`src/rtl/dffram_burst.sv`:
```
// dffram_burst: byte-addressable DFF RAM with an auto-incrementing pointer, registered reads and a multi-cycle FILL.
module dffram_burst #(
  parameter int WORD_BYTES = 4,
  parameter int DEPTH_WORDS = 32,
  localparam int NBYTES = WORD_BYTES * DEPTH_WORDS,
  localparam int AW = $clog2(NBYTES)
) (
  input  logic          clk,
  input  logic          rst_n,
  input  logic          ena,
  input  logic          cmd_valid,
  output logic          cmd_ready,
  input  logic [1:0]    cmd_op,
  input  logic [AW-1:0] cmd_arg,
  input  logic [7:0]    cmd_data,
  input  logic          auto_inc,
  output logic [7:0]    rd_data,
  output logic          rd_valid,
  output logic [AW-1:0] ptr,
  output logic          wrapped,
  output logic          busy
);
  localparam int LB = $clog2(WORD_BYTES);
  localparam logic S_IDLE = 1'b0;
  localparam logic S_FILL = 1'b1;
  localparam logic [1:0] OP_SET = 2'd0;
  localparam logic [1:0] OP_WR = 2'd1;
  localparam logic [1:0] OP_RD = 2'd2;
  localparam logic [1:0] OP_FILL = 2'd3;

  logic                      state;
  logic [7:0]                fill_val;
  logic [AW-1:0]             fill_cnt;
  logic [8*WORD_BYTES-1:0]   mem [DEPTH_WORDS];
  logic                      acc, filling, we, inc;
  logic [7:0]                wdata;
  logic [AW-LB-1:0]          word;
  logic [AW+2:0]             bit_ofs;

  assign cmd_ready = ena & (state == S_IDLE);
  assign busy = state == S_FILL;
  assign acc = cmd_valid & cmd_ready;
  assign filling = ena & busy;
  assign we = rst_n & (filling | (acc & (cmd_op == OP_WR)));
  assign inc = filling | (acc & auto_inc & ((cmd_op == OP_WR) | (cmd_op == OP_RD)));
  assign wdata = filling ? fill_val : cmd_data;
  assign word = ptr[AW-1:LB];
  assign bit_ofs = {ptr & AW'(WORD_BYTES - 1), 3'b000};

  // Storage is deliberately unreset; only the addressed byte lane is written.
  always_ff @(posedge clk)
    if (we) mem[word][bit_ofs +: 8] <= wdata;

  always_ff @(posedge clk) begin
    if (!rst_n) begin
      ptr <= '0;
      rd_data <= '0;
      rd_valid <= 1'b0;
      wrapped <= 1'b0;
      state <= S_IDLE;
      fill_val <= '0;
      fill_cnt <= '0;
    end else begin
      rd_valid <= acc & (cmd_op == OP_RD);
      if (acc & (cmd_op == OP_RD)) rd_data <= 8'(mem[word] >> bit_ofs);
      if (acc & (cmd_op == OP_SET)) begin
        ptr <= cmd_arg;
        wrapped <= 1'b0;
      end else if (inc) begin
        ptr <= ptr + AW'(1);
        if (ptr == '1) wrapped <= 1'b1;
      end
      if (acc & (cmd_op == OP_FILL)) begin
        state <= S_FILL;
        fill_val <= cmd_data;
        fill_cnt <= cmd_arg;
      end else if (filling) begin
        if (fill_cnt == '0) state <= S_IDLE;
        else fill_cnt <= fill_cnt - AW'(1);
      end
    end
  end
endmodule
```
`config.mk`:
```
export PLATFORM = sky130hd
export DESIGN_NAME = dffram_burst
export DESIGN_NICKNAME = d
export VERILOG_FILES = /design/src/rtl/dffram_burst.sv
export SDC_FILE = /design/constraint.sdc
export NUM_CORES = 1
export LEC_CHECK = 0
export CAP_MARGIN = 5
export CORE_MARGIN = 8
export CORE_UTILIZATION = 45
export CTS_CLUSTER_DIAMETER = 200
export CTS_CLUSTER_SIZE = 10
export DETAILED_ROUTE_END_ITERATION = 8
export PLACE_DENSITY_LB_ADDON = 0.12
export RECOVER_POWER = 25
export SLEW_MARGIN = 20
export SYNTH_ARGS = -nofsm -noshare
export SYNTH_HDL_FRONTEND = slang
export SYNTH_SLANG_ARGS = --single-unit
```
`constraint.sdc`:
```
create_clock -name clk -period 3.51 [get_ports clk]
set_input_delay 0.702 -clock clk [delete_from_list [all_inputs] [get_ports clk]]
set_output_delay 0.702 -clock clk [all_outputs]
set_load 0.01 [all_outputs]
```
; Yosys cells after proc, flatten, opt, wreduce, memory -nomap -nowiden
; Memories as Yosys holds them, arrays and structs flattened. A register that Yosys moved wholly into a read port is not among the register bits.
; Index checks and enable logic that the tools add are counted.
[word_totals]
elab_cells = 56
regBits = 33
inputBits = 22
output_inout_bits = 19
n_memories = 1
mem_bits_rw = 1024
[op_classes]
n_addsub = 3
bitwise_logic = 15
n_mux = 13
n_eq_ne = 5
n_reduce_logical = 9
shifts = 3
[mem_list]
columns = memory, depth, word_bits, rd, rd_clocked_by_memory_dff, wr, line
row1 = mem, 32, 32, 1, 1, 1, 34  ; logic [8*WORD_BYTES-1:0] mem [DEPTH_WORDS];
[op_table]
columns = cell, n
row1 = two-way mux 7 bit, 5
row2 = two-way mux 32 bit, 1
row3 = "variable shift 8 x 12 -> 32 bit, first input constant", 1
row4 = variable part select 8 x 12 -> 32 bit, 1
row5 = right shift 32 x 5 -> 8 bit, 1
row6 = negator 5 -> 12 bit, 1
row7 = bitwise AND 1 bit, 10
row8 = two-way mux 5 bit, 2
row9 = two-way mux 8 bit, 1
row10 = "adder 7 x 1 -> 7 bit, second input constant", 1
row11 = "== test 7 bit, second input constant", 1
row12 = logical NOT 7 bit, 1
row13 = "subtractor 7 x 1 -> 7 bit, second input constant", 1
row14 = AND reduction 2 bit, 3
row15 = nonzero test 2 bit, 3
row16 = "== test 2 bit, second input constant", 2
row17 = two-way mux 1 bit, 4
row18 = bitwise OR 1 bit, 3
row19 = "== test 2 x 1 -> 1 bit, second input constant", 1
row20 = logical NOT 2 bit, 1
row21 = "!= test 2 bit, second input constant", 1
row22 = inverter 1 bit, 2
row23 = OR reduction 2 bit, 1

; Longest topological paths before layout
[depth]
ltp_word = 10
mapped_depth = 11
mapped_depth_nobuf = 8

; Worst setup path after synthesis
; OpenSTA, ideal clock, no wires.
[synth_timing]
path_type = register -> register
startpoint = reg ptr[0]
endpoint = mem mem[0][3] in the netlist's numbering (data pin)
arrival_time_ns = 2.351
path_stages_with_launch = 6
setup_time_ns = 0.351
path_slack_ns = 0.808
path_buffers = 1
required_ns = 3.159
period_less_slack_ns = 2.702
cell_sequence = dfxtp_1 inv_1 ha_1 or3_1 clkbuf_1 nor2_1
[synth_via]
elab_chain_len = 2
[synth_lines]
columns = element, line
row1 = "start, declared", 19  ; output logic [AW-1:0] ptr,
row2 = "start signal, assigned", 67  ; ptr <= cmd_arg;
row3 = "start signal, assigned", 70  ; ptr <= ptr + AW'(1);
row4 = negator 5 -> 12 bit, 52  ; if (we) mem[word][bit_ofs +: 8] <= wdata;
row5 = variable part select 8 x 12 -> 32 bit, 52
row6 = "end, declared", 34
; Every way passes these cells.

; Worst setup path in the final report
[layout_timing]
startpoint = in ena
endpoint = out cmd_ready
[layout_via]
elab_chain_len = 1
[layout_lines]
columns = element, line
row1 = "start, declared", 10  ; input logic ena,
row2 = bitwise AND 1 bit, 40  ; assign cmd_ready = ena & (state == S_IDLE);
row3 = "end, declared", 12  ; output logic cmd_ready,
; Every way passes these cells.

==> qor.csv <==
metric,value,unit
outcome,"complete, but fails checks",
violations,"capacitance limit, slew limit",
drt_iter0_drc,2452,
yosys_warnings,0,
ir_drop,418,uV
cts_max_path_buffers,3,
ys_ff_latch,1062,
holdBufCountCts,0,
hold_viol_final,0,
reg2reg_from,ptr[1],
clock-root-buffer,clkbuf_16,
syn-num-nets,2308,
grt_pass1_vias,23100,
grt_util_all_layers,21.8,%
ant_nets,0,
slew_headroom,-6.55,%
synth_ff_type,edfxtp_1,
p_per_area,532,nW/um2
fillerInstances,7511,
cts-htree-levels,3,
ys_seq_area_share,74.6,%
synth_area,42300,um2
vias,22700,
via_per_inst,5.88,
synth_top_area_share,72.8,%
cp.arrival,2.63,ns
final_common_cell,edfxtp_1,
min_from,fill_val[3],
reg2reg_to,mem[25][23],
async_flop_share,0,%
grt_overflow,0,
worstMarginPinSlew,1.60,ns
die_area,104000,um2
seq_area,31500,um2
hpwl,74.7,mm
fmax,300,MHz
p_leak,15.3,nW
drcViolationCount,0,
numPortBuffers,40,
crit_fanout,6,
reg2reg_depth,5,
synth_edf_count,1024,
cts_setup_buffers,0,
cts_tree,built,
row_count,112,
synthCells,2274,
drive_gt1_share,21.9,%
diodes,0,
core-area,93200,um2
synth.distinct_cells,60,
setup_viol,0,
grt_start_max_net_pins,50,
wirelength,113,mm
ff2ff_setup_slack,0.36,ns
synthTopCellsByArea,"edfxtp_1 (73%), mux4_2 (9.6%), mux2i_1 (3.7%), nor2_1 (1.9%), dfxtp_1 (1.8%)",
clk_pin_slew,0.06,ns
wl_per_cell,29.3,um
cts.repair.resized,0,
chipWidth,322,um
postSynthAreaPerCell,18.6,um2
worstHoldEndpoint,fill_val[3],
fp.dieH,322,um
num_io_pins,41,
tns,0,ns
antenna_found_initial,5,
grt_pass1_wl,164,mm
gp_congestion,0.893,
cts_sinks,1062,
cts_made_buffers,116,
critPathCaptureType,output pin,
path_class,in -> out,
whs_path_depth,2,
slew_viol_final,99,
final.hold.worst_slack,0.454,ns
skew,0.0248,ns
final_cell_mix,"edfxtp_1 (1,024), nor2_1 (187), mux4_2 (180)",
synth_top_area_cell,edfxtp_1,
final_nets,2569,
start_util,45.3,%
first_pass_iters,5,
rsz0062_at_grt,no,
min_path_type,reg -> reg,
post-route-period-util,95.1,%
fin_crit,3.34,ns
multi_input_area,9960,um2
setup.worst_path.start_class,primary input,
crit_required,2.81,ns
finalPower,25.8,mW
clock_latency,0.68,ns
max-cap-violations,3,
syn2layout_area_growth,14.9,%
-- stage by stage --
| step | util [%] | std cells | area [um2] | setup WS, ns |
|---|---|---|---|---|
| 2_1_floorplan | - | 2274 | 42300 | 0.808 |
| 3_3_place_gp | 48.7 | 3671 | 45400 | 0.278 |
| 3_5_place_dp | 48.7 | 3671 | 45400 | 0.277 |
| 4_1_cts | 52.2 | 3866 | 48700 | 0.298 |
| 5_1_grt | 52.1 | 3866 | 48500 | 0.102 |
| 6_report | 52.1 | 3866 | 48500 | 0.174 |
-- logic make-up after synthesis --
kind of cell               share of synthesized area (%)
adders and majority gates                          0.355
buffers and inverters                               2.06
AOI/OAI and AO/OA                                   4.12
xor gates and xnor gates                           0.124
and+or+nand+nor                                     4.51
muxes                                               14.3
DFF                                                 74.6
-- worst max path at each step --
stage          cells after the start     endpoint    from
6_report                           3    cmd_ready     ena
5_1_grt                            7  mem[25][23]     ena
4_1_cts                            3    cmd_ready     ena
3_5_place_dp                       7   rd_data[2]     ena
3_3_place_gp                       3    cmd_ready     ena
2_1_floorplan                      5    mem[0][3]  ptr[0]
-- report_power, final --
| part | internal (mW) | leakage, nW | switching (mW) |
|---|---|---|---|
| clock | 6.21 | 1.56 | 4.60 |
| sequential | 13.9 | 9.75 | 0.0549 |
| combinational | 0.371 | 3.95 | 0.713 |
-- cell usage after synthesis (8+ instances only) --
library cell and n:
nand2_1 126, nand3_1 27, nor3_1 9, ha_1 12, buf_6 19, o21ai_0 21
inv_1 12, nor2b_1 12, clkbuf_1 47, buf_2 25, a21oi_1 39, buf_4 28
nor2_1 216, mux2i_1 158, buf_1 8, a221oi_1 15, a211oi_1 34, dfxtp_1 38
nor3b_1 8, o22ai_1 23, mux2_2 25, o2111ai_1 10, o221ai_1 26, a22oi_1 29
and3_1 10, a32oi_1 12, mux4_2 180, edfxtp_1 1024
-- metal layers --
layer  wire, um  vias up  global-route usage (%)  share of wire (%)
met5         36        -                       0              0.032
li1           -     9707                       -                  -
met4       3520        6                    6.63                3.1
met3       8360      176                    4.51                7.4
met2      51900      870                    33.5                 46
met1      49400    12000                    31.4                 44
-- layout make-up --
cell class	instances	share of cell area [%]
clock inverters	2	0.0361
flip-flops and latches	1062	65.0
clock buffers	193	6.71
inverters	12	0.0928
repair buffers	274	4.45
well taps	1254	3.23
multi-input cells	1069	20.5
-- worst max-delay path, stage by stage --
cell and delay (ns):
dlygate4sd3_1 0.61, nor2b_1 0.62, clkdlybuf4s50_1 0.70
-- state kept, by name (all words and copies together), names as in the netlist, named ones only --
| signal | cells |
|---|---|
| fill_cnt | 7 |
| mem | 1024 |
| rd_valid | 1 |
| ptr | 7 |
| rd_data | 8 |
| fill_val | 8 |
| wrapped | 1 |
| busy | 1 |
Power figures use the tool's default switching activity.
